==> config.mk <==
export PLATFORM = sky130hd
export DESIGN_NAME = pri_arb_rr_flat
export DESIGN_NICKNAME = d
export VERILOG_FILES = /design/src/rtl/pri_arb_rr_if.sv /design/src/rtl/pri_arb_rr.sv /design/src/flat_wrapper.sv
export SDC_FILE = /design/constraint.sdc
export NUM_CORES = 1
export LEC_CHECK = 0
export ABC_AREA = 1
export ABC_CLOCK_PERIOD_IN_PS = 1100
export BUFFER_PORTS_ARGS = -buffer_cell sky130_fd_sc_hd__buf_4
export CAP_MARGIN = 25
export CORE_ASPECT_RATIO = 0.75
export CORE_UTILIZATION = 30
export DETAILED_ROUTE_END_ITERATION = 6
export HOLD_SLACK_MARGIN = 0.1
export SETUP_SLACK_MARGIN = 0.5
export SLEW_MARGIN = 20
export SYNTH_ARGS = -nofsm -noshare
export SYNTH_HDL_FRONTEND = slang
export SYNTH_SLANG_ARGS = --single-unit
==> constraint.sdc <==
create_clock -name clk -period 1.1 [get_ports clk]
set_input_delay 0.22 -clock clk [delete_from_list [all_inputs] [get_ports clk]]
set_output_delay 0.22 -clock clk [all_outputs]
set_load 0.01 [all_outputs]
==> src/rtl/pri_arb_rr_if.sv <==
// pri_arb_rr_if: request/grant handshake bundle for the N-way arbiter.
// Ports: req[N], gnt_ready in toward the arbiter; gnt_valid, gnt_idx[W], gnt_onehot[N] out.
// slave = arbiter side, master = request source / grant consumer side.
interface pri_arb_rr_if #(
  parameter int N = 8
);
  localparam int W = $clog2(N);

  logic [N-1:0] req;
  logic         gnt_ready;
  logic         gnt_valid;
  logic [W-1:0] gnt_idx;
  logic [N-1:0] gnt_onehot;

  modport master (
    output req, gnt_ready,
    input  gnt_valid, gnt_idx, gnt_onehot
  );

  modport slave (
    input  req, gnt_ready,
    output gnt_valid, gnt_idx, gnt_onehot
  );
endinterface

==> src/rtl/pri_arb_rr.sv <==
// pri_arb_rr: registered N-way arbiter, fixed priority (MODE 0, highest index wins)
// or round-robin (MODE 1). Grant appears one edge after req is seen in IDLE and is
// held unchanged until gnt_ready; an accept re-arbitrates in the same cycle (no bubble).
// Ports: clk, rst (sync, active-high), bus (pri_arb_rr_if.slave: req, gnt_ready in;
// gnt_valid, gnt_idx, gnt_onehot out, all registered).
module pri_arb_rr #(
  parameter int N    = 8,
  parameter int MODE = 0
) (
  input  logic          clk,
  input  logic          rst,
  pri_arb_rr_if.slave   bus
);
  localparam int W = $clog2(N);

  localparam logic [0:0] IDLE  = 1'b0;
  localparam logic [0:0] GRANT = 1'b1;

  localparam logic [W-1:0] LAST = W'(N - 1);

  logic [0:0]   state;
  logic [W-1:0] ptr;
  logic         valid_q;
  logic [W-1:0] idx_q;
  logic [N-1:0] oh_q;

  logic         xfer;
  logic [W-1:0] ptr_dec;
  logic [W-1:0] arb_ptr;
  logic         win_found;
  logic [W-1:0] win_idx;
  logic [N-1:0] win_oh;

  assign xfer    = (state == GRANT) && bus.gnt_ready;

  // Pointer moves to one below the accepted index so that index gets lowest
  // priority next time; explicit wrap keeps non-power-of-two N correct.
  assign ptr_dec = (idx_q == '0) ? LAST : idx_q - 1'b1;

  // Fixed priority is a descending search that always starts at N-1. On an
  // accept the search must already use the post-accept pointer.
  assign arb_ptr = (MODE == 0) ? LAST : (xfer ? ptr_dec : ptr);

  // Descending circular search: arb_ptr, arb_ptr-1, ..., 0, N-1, ..., arb_ptr+1.
  always_comb begin
    win_found = 1'b0;
    win_idx   = '0;
    win_oh    = '0;
    for (int k = 0; k < N; k++) begin
      if (!win_found && bus.req[(int'(arb_ptr) + N - k) % N]) begin
        win_found = 1'b1;
        win_idx   = W'((int'(arb_ptr) + N - k) % N);
      end
    end
    if (win_found) begin
      win_oh[win_idx] = 1'b1;
    end
  end

  always_ff @(posedge clk) begin
    if (rst) begin
      state   <= IDLE;
      ptr     <= LAST;
      valid_q <= 1'b0;
      idx_q   <= '0;
      oh_q    <= '0;
    end else if (state == IDLE) begin
      // gnt_ready is meaningless here; only a non-empty req moves us on.
      if (win_found) begin
        state   <= GRANT;
        valid_q <= 1'b1;
        idx_q   <= win_idx;
        oh_q    <= win_oh;
      end
    end else if (bus.gnt_ready) begin
      if (MODE != 0) begin
        ptr <= ptr_dec;
      end
      if (win_found) begin
        idx_q <= win_idx;
        oh_q  <= win_oh;
      end else begin
        // idx is left at the last granted value on purpose.
        state   <= IDLE;
        valid_q <= 1'b0;
        oh_q    <= '0;
      end
    end
    // GRANT without gnt_ready: everything holds, regardless of req.
  end

  assign bus.gnt_valid  = valid_q;
  assign bus.gnt_idx    = idx_q;
  assign bus.gnt_onehot = oh_q;
endmodule

==> src/flat_wrapper.sv <==
// flat-port wrapper written by rule: the top's interface ports become plain ports
module pri_arb_rr_flat 
#(
  parameter int N    = 8,
  parameter int MODE = 0
)
  (clk, rst, bus_req, bus_gnt_ready, bus_gnt_valid, bus_gnt_idx, bus_gnt_onehot);
  pri_arb_rr_if #(.N(N)) bus_i ();
  input  logic clk;
  input  logic rst;
  input wire logic [$bits(bus_i.req)-1:0] bus_req;
  input wire logic [$bits(bus_i.gnt_ready)-1:0] bus_gnt_ready;
  output wire logic [$bits(bus_i.gnt_valid)-1:0] bus_gnt_valid;
  output wire logic [$bits(bus_i.gnt_idx)-1:0] bus_gnt_idx;
  output wire logic [$bits(bus_i.gnt_onehot)-1:0] bus_gnt_onehot;
  assign bus_i.req = bus_req;
  assign bus_i.gnt_ready = bus_gnt_ready;
  assign bus_gnt_valid = bus_i.gnt_valid;
  assign bus_gnt_idx = bus_i.gnt_idx;
  assign bus_gnt_onehot = bus_i.gnt_onehot;
  pri_arb_rr #(.N(N), .MODE(MODE)) u_core (.clk(clk), .rst(rst), .bus(bus_i));
endmodule
==> run metrics, run 1 <==
Total Routing Usage GR 0.161; Worst setup EP type register; I/O pins 23; XOR/XNOR Fraction of Synth Area 0; Max Clock Freq roughly 1.0 GHz; CP arrival approximately 1.1 ns; Max IR drop VDD between 0.7 and 0.8 mV; post-synthesis async set-or-reset flop share 0; remaining antenna violation count 0; global route total overflow 0; post-synthesis adder-cell area fraction 0; Pwr per Cell Area 976 nW/um^2; Top cell by count, worst path nand2_4; Required @ worst endpoint about 1.3 ns; CP Launch Type input pin; HPWL Detailed 1.15 mm; die area 2260 um^2; Antenna diodes 0; Syn Inst Count 87; Reg-to-Reg Start u_core.state; Synth top cells by count inv_1 (15), nand2_1 (15), dfxtp_1 (13); Main synth FF type dfxtp_1; Final GP Congestion around 0.81; number of cell rows 13; Max Root-Sink Buffers 2; RSZ-0062 raised after global routing true; vias per inst about 4.7; DRT iter0 DRCs 15; layout cell share with drive strength beyond 1 0.545; Hold WS 0.172 ns; run status completed; drc violations 0; reg2reg path depth 4; Distinct cells, synth 14; CTS tree built; post-synthesis register bit count 13; Hold Crit Start rst; # H-tree levels 1; crit path cell chain buf_8, nor2_4, nand2_4, nor2_4, nand4_4, nand2_4, nand2_4, nand2_1, a21oi_1; Hold Fails Final Rpt 0; Post-synth EDFFs 0; Critical-path top delay cell nand2_4; # Max-Cap Violations 0; IO Port Bufs 22; Core ar. ~1800 um^2; main combinational cell family by area after synthesis simple AND/OR/NAND/NOR gates; Hold Crit Class input pin to register; CTS root buffer clkbuf_4; vias in the first global route 619; Yosys top cell by area dfxtp_1; count of pins over their slew limit 0; synthesized area per cell just over 7 um^2; critical path's top delay family simple AND/OR/NAND/NOR gates; post-synthesis mux area share 0; worst setup path start bus_req[6]; Synth Area in Compound Gates 0.135; sequential share of the synthesized area 0.419; DR pass1 iterations 4; slew margin rel. 0.803; Max FO, Critical Path 7; top post-synthesis cells by area dfxtp_1 (42%), inv_1 (9.1%), nand2_1 (9.1%); period utilization 0.875; yosys warns 0; Levels on crit path 9; largest net degree at the start of global routing 11; Post-Synthesis Net Count 98; final worst path period need 0.963 ns; CP peak stage delay 0.15 ns; Post-Route WL around 1.6 mm; reg-to-reg critical path endpoint u_core.bus.gnt_onehot[4]; R2R setup slack 0.16 ns; Fin Clk Skew about 0.0075 ns; clk sinks 13; leakage power around 0.5 nW; Mapped Area between 600 and 700 um^2; initial core utilization 0.338; Die Height approximately 41 um; Worst Setup EP u_core.bus.gnt_onehot[7]; worst slew pin tran 0.293 ns; vias approximately 680; first-pass GRT wire length about 2.6 mm; routed length per instance roughly 11 um; post-synth top area share 0.419; clk_lat worst skew between 0.2 and 0.3 ns; initial antenna violation count 0; Critical path buffers and inverters 1; Post-CTS Hold Buffers 0; CTS Buf Count 3; critical path class input pin to register; layout net count 135; Clock transition at path regs ~0.09 ns; die width approximately 55 um; Synth Area in Simple Gates 0.350; Final setup viols 0; P&R area growth vs syn 68.8%; total power 0.00102 W
## layout by cell type, fill, tap and decap left out
master / synthesis / routed
nor3_1: 2 / 2
nand3_1: 10 / 10
a21oi_1: 11 / 9
inv_2: 0 / 2
buf_4: 0 / 16
nand2_2: 2 / 4
inv_6: 0 / 1
o21ai_1: 0 / 2
nand4_4: 1 / 1
nor2_4: 2 / 4
clkbuf_4: 0 / 3
a21oi_2: 0 / 2
dfxtp_4: 0 / 1
o2111ai_1: 1 / 1
o21ai_0: 4 / 2
nor2_2: 0 / 1
nand2_1: 15 / 12
buf_6: 0 / 15
dfxtp_2: 0 / 12
nor2_1: 9 / 6
buf_8: 0 / 1
clkinv_2: 0 / 1
nand2_4: 1 / 3
inv_1: 15 / 12
## through the flow
step	area [um^2]	setup WS [ns]	cells	setup TNS, ns	utilization
after CTS	1010	0.125	144	0	0.552
after detailed placement	856	-0.186	135	-2.05	0.466
final	1050	0.137	145	0	0.571
after global placement	856	-0.177	135	-1.79	0.466
after floorplan	629	0.0284	87	0	-
after global routing	1050	0.0785	145	0	0.571
## how the worst min path moves through the flow
stage / end / slack [ns] / depth (start not counted)
after floorplan: u_core.bus.gnt_onehot[7] / 0.36 / 2
after global placement: u_core.bus.gnt_valid / 0.46 / 2
after detailed placement: u_core.bus.gnt_idx[0] / 0.46 / 2
after CTS: u_core.bus.gnt_onehot[2] / 0.16 / 2
after global routing: u_core.bus.gnt_onehot[5] / 0.16 / 2
final: u_core.bus.gnt_onehot[5] / 0.17 / 2
## worst reg2reg max path, delay by kind of cell (launching register included)
kind            cells  cell delay (ns)
simple gates        3             0.36
compound gates      1             0.14
flops               1             0.38
## cell type report
type | count | area (um^2)
clock buffer | 3 | 22.5
clock inverter | 1 | 5.00
fill | 189 | 788
inverter | 15 | 61.3
multi-input combinational | 59 | 350
sequential | 13 | 279
tap | 22 | 27.5
timing repair buffer | 32 | 304
## sequential cells by signal, summed over array words and instances, names as in the netlist
name	count
u_core.state	1
u_core.bus.gnt_idx	3
u_core.bus.gnt_onehot	8
u_core.bus.gnt_valid	1
## repair_timing
item	4_1_cts	5_1_grt
pin swaps	9	9
gates cloned	1	0
endpoints found under the hold margin	0	0
setup buffers	4	1
endpoints found under the setup margin	25	25
gates resized for setup	37	11
## per-layer routing
metal  share of wire  GRT usage  up-vias
met3           0.083     0.0696        2
met5               0          0        -
met4          0.0049     0.0462        0
li1                -          -      349
met1            0.46      0.218      301
met2            0.45      0.229       23
## power breakdown
part | total, W | internal [W] | switching (W)
clock network | 0.000304 | 0.000135 | 0.000169
logic | 0.000213 | 0.000108 | 0.000105
registers | 0.000508 | 0.000493 | 0.0000151
total | 0.00102 | 0.000736 | 0.000289
## cell families after synthesis
group	after synthesis
AND/OR/NAND/NOR	42
flip-flops	13
AO/OA/AOI/OAI	16
buffers and inverters	16
No activity file was read; power rests on OpenSTA's default activity.
==> run 2: changes to the inputs <==
--- a/config.mk
+++ b/config.mk
@@ -9,10 +9,10 @@
 export ABC_CLOCK_PERIOD_IN_PS = 1100
 export BUFFER_PORTS_ARGS = -buffer_cell sky130_fd_sc_hd__buf_4
 export CAP_MARGIN = 25
-export CORE_ASPECT_RATIO = 0.75
-export CORE_UTILIZATION = 30
+export CORE_UTILIZATION = 41
 export DETAILED_ROUTE_END_ITERATION = 6
 export HOLD_SLACK_MARGIN = 0.1
+export PLACE_DENSITY = 0.71
 export SETUP_SLACK_MARGIN = 0.5
 export SLEW_MARGIN = 20
 export SYNTH_ARGS = -nofsm -noshare
==> constraint.sdc (replaced) <==
create_clock -name clk -period 1.1 [get_ports clk]
set_input_delay 0.22 -clock clk [delete_from_list [all_inputs] [get_ports clk]]
set_output_delay 0.22 -clock clk [all_outputs]
set_load 0.1 [all_outputs]
==> run 2 against run 1 <==
Routed wire length increased by 14%. Critical path type unchanged. Final area is 14% higher. Utilization up 31 points. Sequential power decreased by 3%. Worst hold slack got worse by 0.0023 ns. First-iteration DRC count up 80%. Clock-buffer cell count is 1 higher. The flow now finishes with violations (setup timing). Via count grew 2.8%. Total power rose by 14%. Fmax is 15% lower. Flip-flop and latch count did not move. Final cell count is 5.5% lower.
==> run metrics, run 2 (synthesis gave the netlist of run 1 again) <==
P&R area growth vs syn 91.8%; final worst path period need 1.13 ns (+0.166 ns); CP arrival 1.28 ns (+0.14 ns); pre-CTS worst setup slack -0.198 ns (-0.0118 ns); RSZ-0062 raised after global routing true; drc violations 0 (unchanged); CTS root buffer clkbuf_4; Max Clock Freq 0.886 GHz (-15%); die area 1680 um^2 (-26%); Hold Crit Class input pin to register; clk sinks 13 (unchanged); crit path cell chain buf_6, nor2_4, nand2_4, nor2_4, nand4_4, o21ai_0, nor2_1; Core ar. 1350 um^2 (-27%); Levels on crit path 7 (-2); global route total overflow 0 (unchanged); hold path depth 2 (unchanged); Required @ worst endpoint 1.25 ns (-0.03 ns); initial antenna violation count 0 (unchanged); Top cell by count, worst path nor2_4; HPWL Detailed 1.05 mm (-9.0%); Max FO, Critical Path 6 (-1); max reg flops 8 (unchanged); leakage power 0.539 nW (+6.3%); Critical-path top delay cell o21ai_0; first-pass GRT wire length 2.57 mm (-1.1%); critical path's top delay family simple AND/OR/NAND/NOR gates; Clock transition at path regs 0.08 ns (about the same); CTS tree built; Critical path buffers and inverters 1 (unchanged); reg-to-reg critical path endpoint u_core.bus.gnt_valid; # H-tree levels 1 (unchanged); IO Port Bufs 22 (unchanged); I/O pins 23 (unchanged); R2R setup slack 0 ns (-0.16 ns); vias in the first global route 587 (-5.2%); critical path class input pin to register; Total Routing Usage GR 0.246 (+0.0849); Hold Fails Final Rpt 0 (unchanged); final std cells w/o fill 137 (-5.5%); vias per inst 5.07 (+8.8%); Antenna diodes 0 (unchanged); worst slew pin tran 0.436 ns (+0.142 ns); count of pins over their slew limit 0 (unchanged); Hold Crit Start rst; die width 40.9 um (-25%); placed insts 127 (-5.9%); period utilization 1.03 (+0.151); CP peak stage delay 0.35 ns (+0.20 ns); slew margin rel. 0.707 (-0.0957); Die Height 40.9 um (-1.2%); routed length per instance 13.6 um (+21%); Max Root-Sink Buffers 2 (unchanged); clk_lat worst skew 0.27 ns (about the same); Pwr per Cell Area 984 nW/um^2 (+0.80%); vias 694 (+2.8%); Final setup viols 2 (+2); Worst setup EP type register; initial core utilization 0.461 (+0.122); most frequent cells in the layout buf_4 (15), inv_1 (13), buf_12 (12), dfxtp_4 (12), nand3_1 (10); layout cell share with drive strength beyond 1 0.582 (+0.0373); Reg-to-Reg Start u_core.state; run status finished, violations left; number of cell rows 13 (unchanged); Max IR drop VDD 0.825 mV (+12%); Fin Clk Skew 0.00260 ns (-0.00494 ns); layout net count 134 (-0.74%); DR pass1 iterations 4 (unchanged); reg2reg path depth 3 (-1); CTS Buf Count 3 (unchanged); commonest non-fill, non-tap cell in the layout buf_4; post-route setup slack -0.0291 ns (-0.166 ns); remaining antenna violation count 0 (unchanged); # Max-Cap Violations 0 (unchanged); largest net degree at the start of global routing 11 (unchanged); Hold WS 0.170 ns (-0.00231 ns); WHS Endpoint u_core.bus.gnt_onehot[1]; CP Launch Type input pin; Post-Route WL 1.86 mm (+14%); DRT iter0 DRCs 27 (+12); failing checks setup timing; Final GP Congestion 0.828 (+2.1%)
-- run 2: cell types whose count changed in the layout (fill, tap and decap cells not counted), moves of 4 or more --
cell | previous run | this run
buf_12 | 0 | 12
buf_6 | 15 | 4
dfxtp_2 | 12 | 1
dfxtp_4 | 1 | 12
nand2_1 | 12 | 6
nand2_2 | 4 | 8
-- run 2: worst max-delay path by stage --
stage / startpoint / end / slack (ns)
floorplan: bus_req[6] / u_core.bus.gnt_onehot[5] / 0.03
finish: bus_req[6] / u_core.bus.gnt_valid / -0.03
global route: bus_req[6] / u_core.bus.gnt_valid / -0.06
CTS: u_core.bus.gnt_onehot[6] / bus_gnt_onehot[6] / 0.06
global placement: bus_req[4] / u_core.bus.gnt_onehot[5] / -0.16
detailed placement: bus_req[4] / u_core.bus.gnt_onehot[5] / -0.20
-- run 2: power breakdown --
| group | internal, W | leakage [nW] | switching, W | total [W] |
|---|---|---|---|---|
| sequential | 0.000474 | 0.115 | 0.0000207 | 0.000495 |
| clock | 0.000140 | 0.0150 | 0.000153 | 0.000293 |
| combinational | 0.000146 | 0.409 | 0.000240 | 0.000385 |
| total | 0.000760 | 0.539 | 0.000413 | 0.00117 |
-- run 2: layout make-up --
cell class              count  area (um^2)
inverters                  15         58.8
flip-flops and latches     13          307
repair buffers             31          398
fillers                    58          158
well taps                  15         18.8
clock buffers               4         26.3
multi-input cells          59          384
-- run 2: worst register-to-register path: cells and delay by family, from the launching register on --
family,cells,cell delay (ns)
AOI/OAI and AO/OA,1,0.36
DFF,1,0.36
and+or+nand+nor,2,0.26
-- run 2: timing repair --
action                                  in CTS  in global routing
buffers inserted                             3                  2
cloned                                       1                  0
pin swaps                                    7                  5
endpoints found under the setup margin      25                 25
resized for setup                           58                  6
hold buffers                                 0                  0
-- run 2: stage by stage --
stage | instance area, um^2 | TNS (ns) | power, W | util
after floorplan | 674 | 0 | 0.000695 | -
after CTS | 1150 | 0 | 0.00116 | 0.854
final | 1190 | -0.0501 | 0.00117 | 0.883
after global routing | 1190 | -0.231 | 0.00122 | 0.883
after global placement | 885 | -1.73 | 0.000783 | 0.655
after detailed placement | 885 | -2.07 | 0.000784 | 0.655
-- run 2: metal layers --
layer | global-route usage | wire length [um] | up-vias
met2 | 0.352 | 893 | 36
met4 | 0.183 | 77 | 0
met3 | 0.0652 | 151 | 10
met1 | 0.311 | 735 | 295
li1 | - | - | 353
met5 | 0 | 0 | -
==> run 3: changes to the inputs <==
--- a/config.mk
+++ b/config.mk
@@ -6,13 +6,15 @@
 export NUM_CORES = 1
 export LEC_CHECK = 0
 export ABC_AREA = 1
-export ABC_CLOCK_PERIOD_IN_PS = 1100
+export ABC_CLOCK_PERIOD_IN_PS = 1200
 export BUFFER_PORTS_ARGS = -buffer_cell sky130_fd_sc_hd__buf_4
 export CAP_MARGIN = 25
-export CORE_UTILIZATION = 41
+export CORE_UTILIZATION = 46
 export DETAILED_ROUTE_END_ITERATION = 6
+export GPL_ROUTABILITY_DRIVEN = 0
+export GPL_TIMING_DRIVEN = 0
 export HOLD_SLACK_MARGIN = 0.1
-export PLACE_DENSITY = 0.71
+export PLACE_DENSITY = 0.75
 export SETUP_SLACK_MARGIN = 0.5
 export SLEW_MARGIN = 20
 export SYNTH_ARGS = -nofsm -noshare
==> constraint.sdc (replaced) <==
create_clock -name clk -period 1.2 [get_ports clk]
set_input_delay 0.24 -clock clk [delete_from_list [all_inputs] [get_ports clk]]
set_output_delay 0.24 -clock clk [all_outputs]
set_load 0.1 [all_outputs]
==> run 3 against run 2 <==
The flow now stops in global routing (5_1_grt). Area after synthesis unchanged. Synthesized cell count unchanged.
==> run metrics, run 3 <==
Stop Error [ERROR DPL-0038] Utilization greater than 100%, impossible to legalize; Main synth FF type dfxtp_1; top post-synthesis cells by area dfxtp_1 (42%), inv_1 (9.1%), nand2_1 (9.1%); Distinct cells, synth 14 (unchanged); post-synth top area share 0.419 (unchanged); CTS Buf Count 3 (unchanged); yosys warns 0 (unchanged); # H-tree levels 1 (unchanged); last step reached global routing (5_1_grt); CTS root buffer clkbuf_4; Die Height 38.8 um (-5.3%); synthesized area per cell 7.15 um^2 (unchanged); worst_ep kind register input; Post-DP Area 850 um^2 (-4.0%); sequential share of the synthesized area 0.419 (unchanged); grt repair worst endpoint u_core.bus.gnt_onehot[2]$_SDFFE_PP0P_/D; Yosys top cell by area dfxtp_1; die width 38.8 um (-5.3%); Synth top cells by count inv_1 (15), nand2_1 (15), dfxtp_1 (13); largest net degree at the start of global routing 11; Post-Synthesis Net Count 98 (unchanged); HPWL Detailed 1.05 mm (-0.18%); run status did not finish; IO Port Bufs 21 (-4.5%); number of cell rows 12 (-1); Mapped Area 622 um^2 (unchanged); I/O pins 23 (unchanged); Post-CTS Hold Buffers 0 (unchanged); Max Root-Sink Buffers 2 (unchanged); initial core utilization 0.524 (+0.0636); Post-synth EDFFs 0 (unchanged); clk sinks 13 (unchanged); post-synthesis register bit count 13 (unchanged); post-synthesis async set-or-reset flop share 0 (unchanged); Syn Inst Count 87 (unchanged)
==> run 3: cell counts after synthesis <==
Identical to the previous run, type by type.
==> run 3: repair_timing <==
| action | CTS |
|---|---|
| cloned | 1 |
| gates resized for setup | 59 |
| setup buffers | 5 |
| pin swaps | 8 |
| endpoints found under the setup margin | 25 |
==> run 3: stage by stage <==
step           instances  setup WS (ns)
4_1_cts              132          0.142
3_5_place_dp         122         -0.167
3_3_place_gp         122         -0.152
2_1_floorplan         87          0.109
==> run 3: logic make-up after synthesis <==
family          synth area share
compound gates             0.135
buf+inv                   0.0966
flops                      0.419
simple gates               0.350
==> run 4: changes to the inputs <==
--- a/config.mk
+++ b/config.mk
@@ -9,13 +9,12 @@
 export ABC_CLOCK_PERIOD_IN_PS = 1200
 export BUFFER_PORTS_ARGS = -buffer_cell sky130_fd_sc_hd__buf_4
 export CAP_MARGIN = 25
-export CORE_UTILIZATION = 46
+export CORE_AREA = 2 2 63 65
 export DETAILED_ROUTE_END_ITERATION = 6
+export DIE_AREA = 0 0 65 67
 export GPL_ROUTABILITY_DRIVEN = 0
 export GPL_TIMING_DRIVEN = 0
-export HOLD_SLACK_MARGIN = 0.1
-export PLACE_DENSITY = 0.75
-export SETUP_SLACK_MARGIN = 0.5
+export PLACE_DENSITY_LB_ADDON = 0.15
 export SLEW_MARGIN = 20
 export SYNTH_ARGS = -nofsm -noshare
 export SYNTH_HDL_FRONTEND = slang
==> run 4 against run 3 <==
The flow now finishes without violations.
==> run metrics, run 4 (synthesis gave the netlist of run 1 again) <==
run status completed; vias per inst ~4.0; crit path cell chain buf_6, nor2_4, nand2_4, nor2_4, nand4_4, nand2_4, buf_6, nand3_1, a21oi_1; pre-CTS worst setup slack -0.248 ns (-0.0810 ns); Fin Clk Skew 0.00336 ns; Max Root-Sink Buffers 2 (unchanged); Pwr per Cell Area ~1200 nW/um^2; layout cell share with drive strength beyond 1 0.419; slew margin rel. 0.681; # Max-Cap Violations 0; die width 65 um (+68%); commonest non-fill, non-tap cell in the layout buf_4; DRT iter0 DRCs 14; Required @ worst endpoint ~1.4 ns; Core ar. approximately 3600 um^2; post-route setup slack 0.0640 ns; initial antenna violation count 0; Reg-to-Reg Start u_core.state; met1 global-route usage 0.0925; CTS root buffer clkbuf_8; I/O pins 23 (unchanged); reg2reg path depth 4; Antenna diodes 0; Final setup viols 0; CP peak stage delay between 0.15 and 0.2 ns; reg-to-reg critical path endpoint u_core.bus.gnt_onehot[7]; worst slew pin tran around 0.48 ns; first-pass GRT wire length about 2.8 mm; vias in the first global route about 630; met3 Track Usage GR 0.0220; drc violations 0; DR pass1 iterations 4; largest net degree at the start of global routing 11; most frequent cells in the layout buf_4 (23), inv_1 (15), nand2_1 (13), a21oi_1 (11), dfxtp_2 (11); Clock transition at path regs about 0.060 ns; number of cell rows 22 (+10); IO Port Bufs 21 (unchanged); Max IR drop VDD around 0.25 mV; # H-tree levels 1 (unchanged); Hold Fails Final Rpt 0; initial core utilization 0.172 (-0.352); vias 655; period utilization 0.947; critical path class input pin to register; Hold Crit Class input pin to register; Max Clock Freq a little under 0.9 GHz; die area 4360 um^2; GRT met2 Usage 0.148; CP arrival 1.31 ns; Die Height 67 um (+73%); Worst setup EP type register; Post-Route WL around 1.7 mm; P&R area growth vs syn 55.9%; CTS Buf Count 3 (unchanged); global route total overflow 0; Worst Setup EP u_core.bus.gnt_onehot[1]; final worst path period need 1.14 ns; Hold WS between 0.2 and 0.3 ns; max reg flops 8; leakage power about 0.47 nW; routed length per instance slightly above 10 um; remaining antenna violation count 0; clk sinks 13 (unchanged); Critical path buffers and inverters 2; Post-CTS Hold Buffers 0 (unchanged); busiest layer in global routing met2; Critical-path top delay cell nand2_4; worst setup path start bus_req[7]; layout net count between 100 and 150; HPWL Detailed 1.31 mm (+25%); critical path's top delay family simple AND/OR/NAND/NOR gates; CTS tree built; Total Routing Usage GR 0.0868; clk_lat worst skew between 0.2 and 0.25 ns; CP Launch Type input pin; R2R setup slack 0.14 ns; Levels on crit path 9; Max FO, Critical Path 8; count of pins over their slew limit 0
[run 4: worst min-delay path by stage]
stage / start / endpoint / slack, ns / cells past startpoint
floorplan: bus_req[7] / u_core.bus.gnt_onehot[7] / 0.38 / 2
CTS: bus_req[7] / u_core.bus.gnt_onehot[7] / 0.29 / 3
detailed placement: u_core.bus.gnt_idx[0] / u_core.bus.gnt_idx[0] / 0.46 / 2
global route: bus_req[7] / u_core.bus.gnt_onehot[7] / 0.27 / 3
global placement: u_core.bus.gnt_idx[0] / u_core.bus.gnt_idx[0] / 0.46 / 2
finish: bus_req[7] / u_core.bus.gnt_onehot[7] / 0.26 / 3
[run 4: area by class of cell]
cell class	instances	area, um^2
multi-input cells	58	324
well taps	48	60.1
plain buffers	1	3.75
flip-flops and latches	13	274
repair buffers	26	206
inverters	15	56.3
fillers	399	2640
clock buffers	4	45.0
[run 4: tightest hold or removal path: cells and delay by family]
kind            cells  cell delay, ns
simple gates        1            0.06
buf+inv             1            0.11
compound gates      1            0.06
[run 4: metrics by stage]
step / cell area, um^2 / utilization / power, W / setup TNS [ns] / std cells
detailed placement: 853 / 0.237 / 0.000730 / -2.31 / 156
finish: 970 / 0.269 / 0.00114 / 0 / 165
floorplan: 636 / - / 0.000653 / 0 / 87
global placement: 853 / 0.237 / 0.000728 / -2.07 / 156
CTS: 898 / 0.249 / 0.00114 / 0 / 160
global route: 970 / 0.269 / 0.00120 / -0.0356 / 165
[run 4: routing by layer]
layer  vias up  wire length [um]
met5         -                 0
met3         2                67
met1       300               739
met2        12               834
li1        341                 -
met4         0                33
[run 4: timing repair]
item	4_1_cts	5_1_grt
setup buffers	0	5
endpoints found under the hold margin	0	0
gates resized for setup	0	9
endpoints found under the setup margin	0	8
[run 4: power breakdown]
group	switching [W]	leakage, nW	internal (W)
clock	0.000168	0.0228	0.000235
combinational	0.000200	0.334	0.0000771
sequential	0.00000932	0.111	0.000453
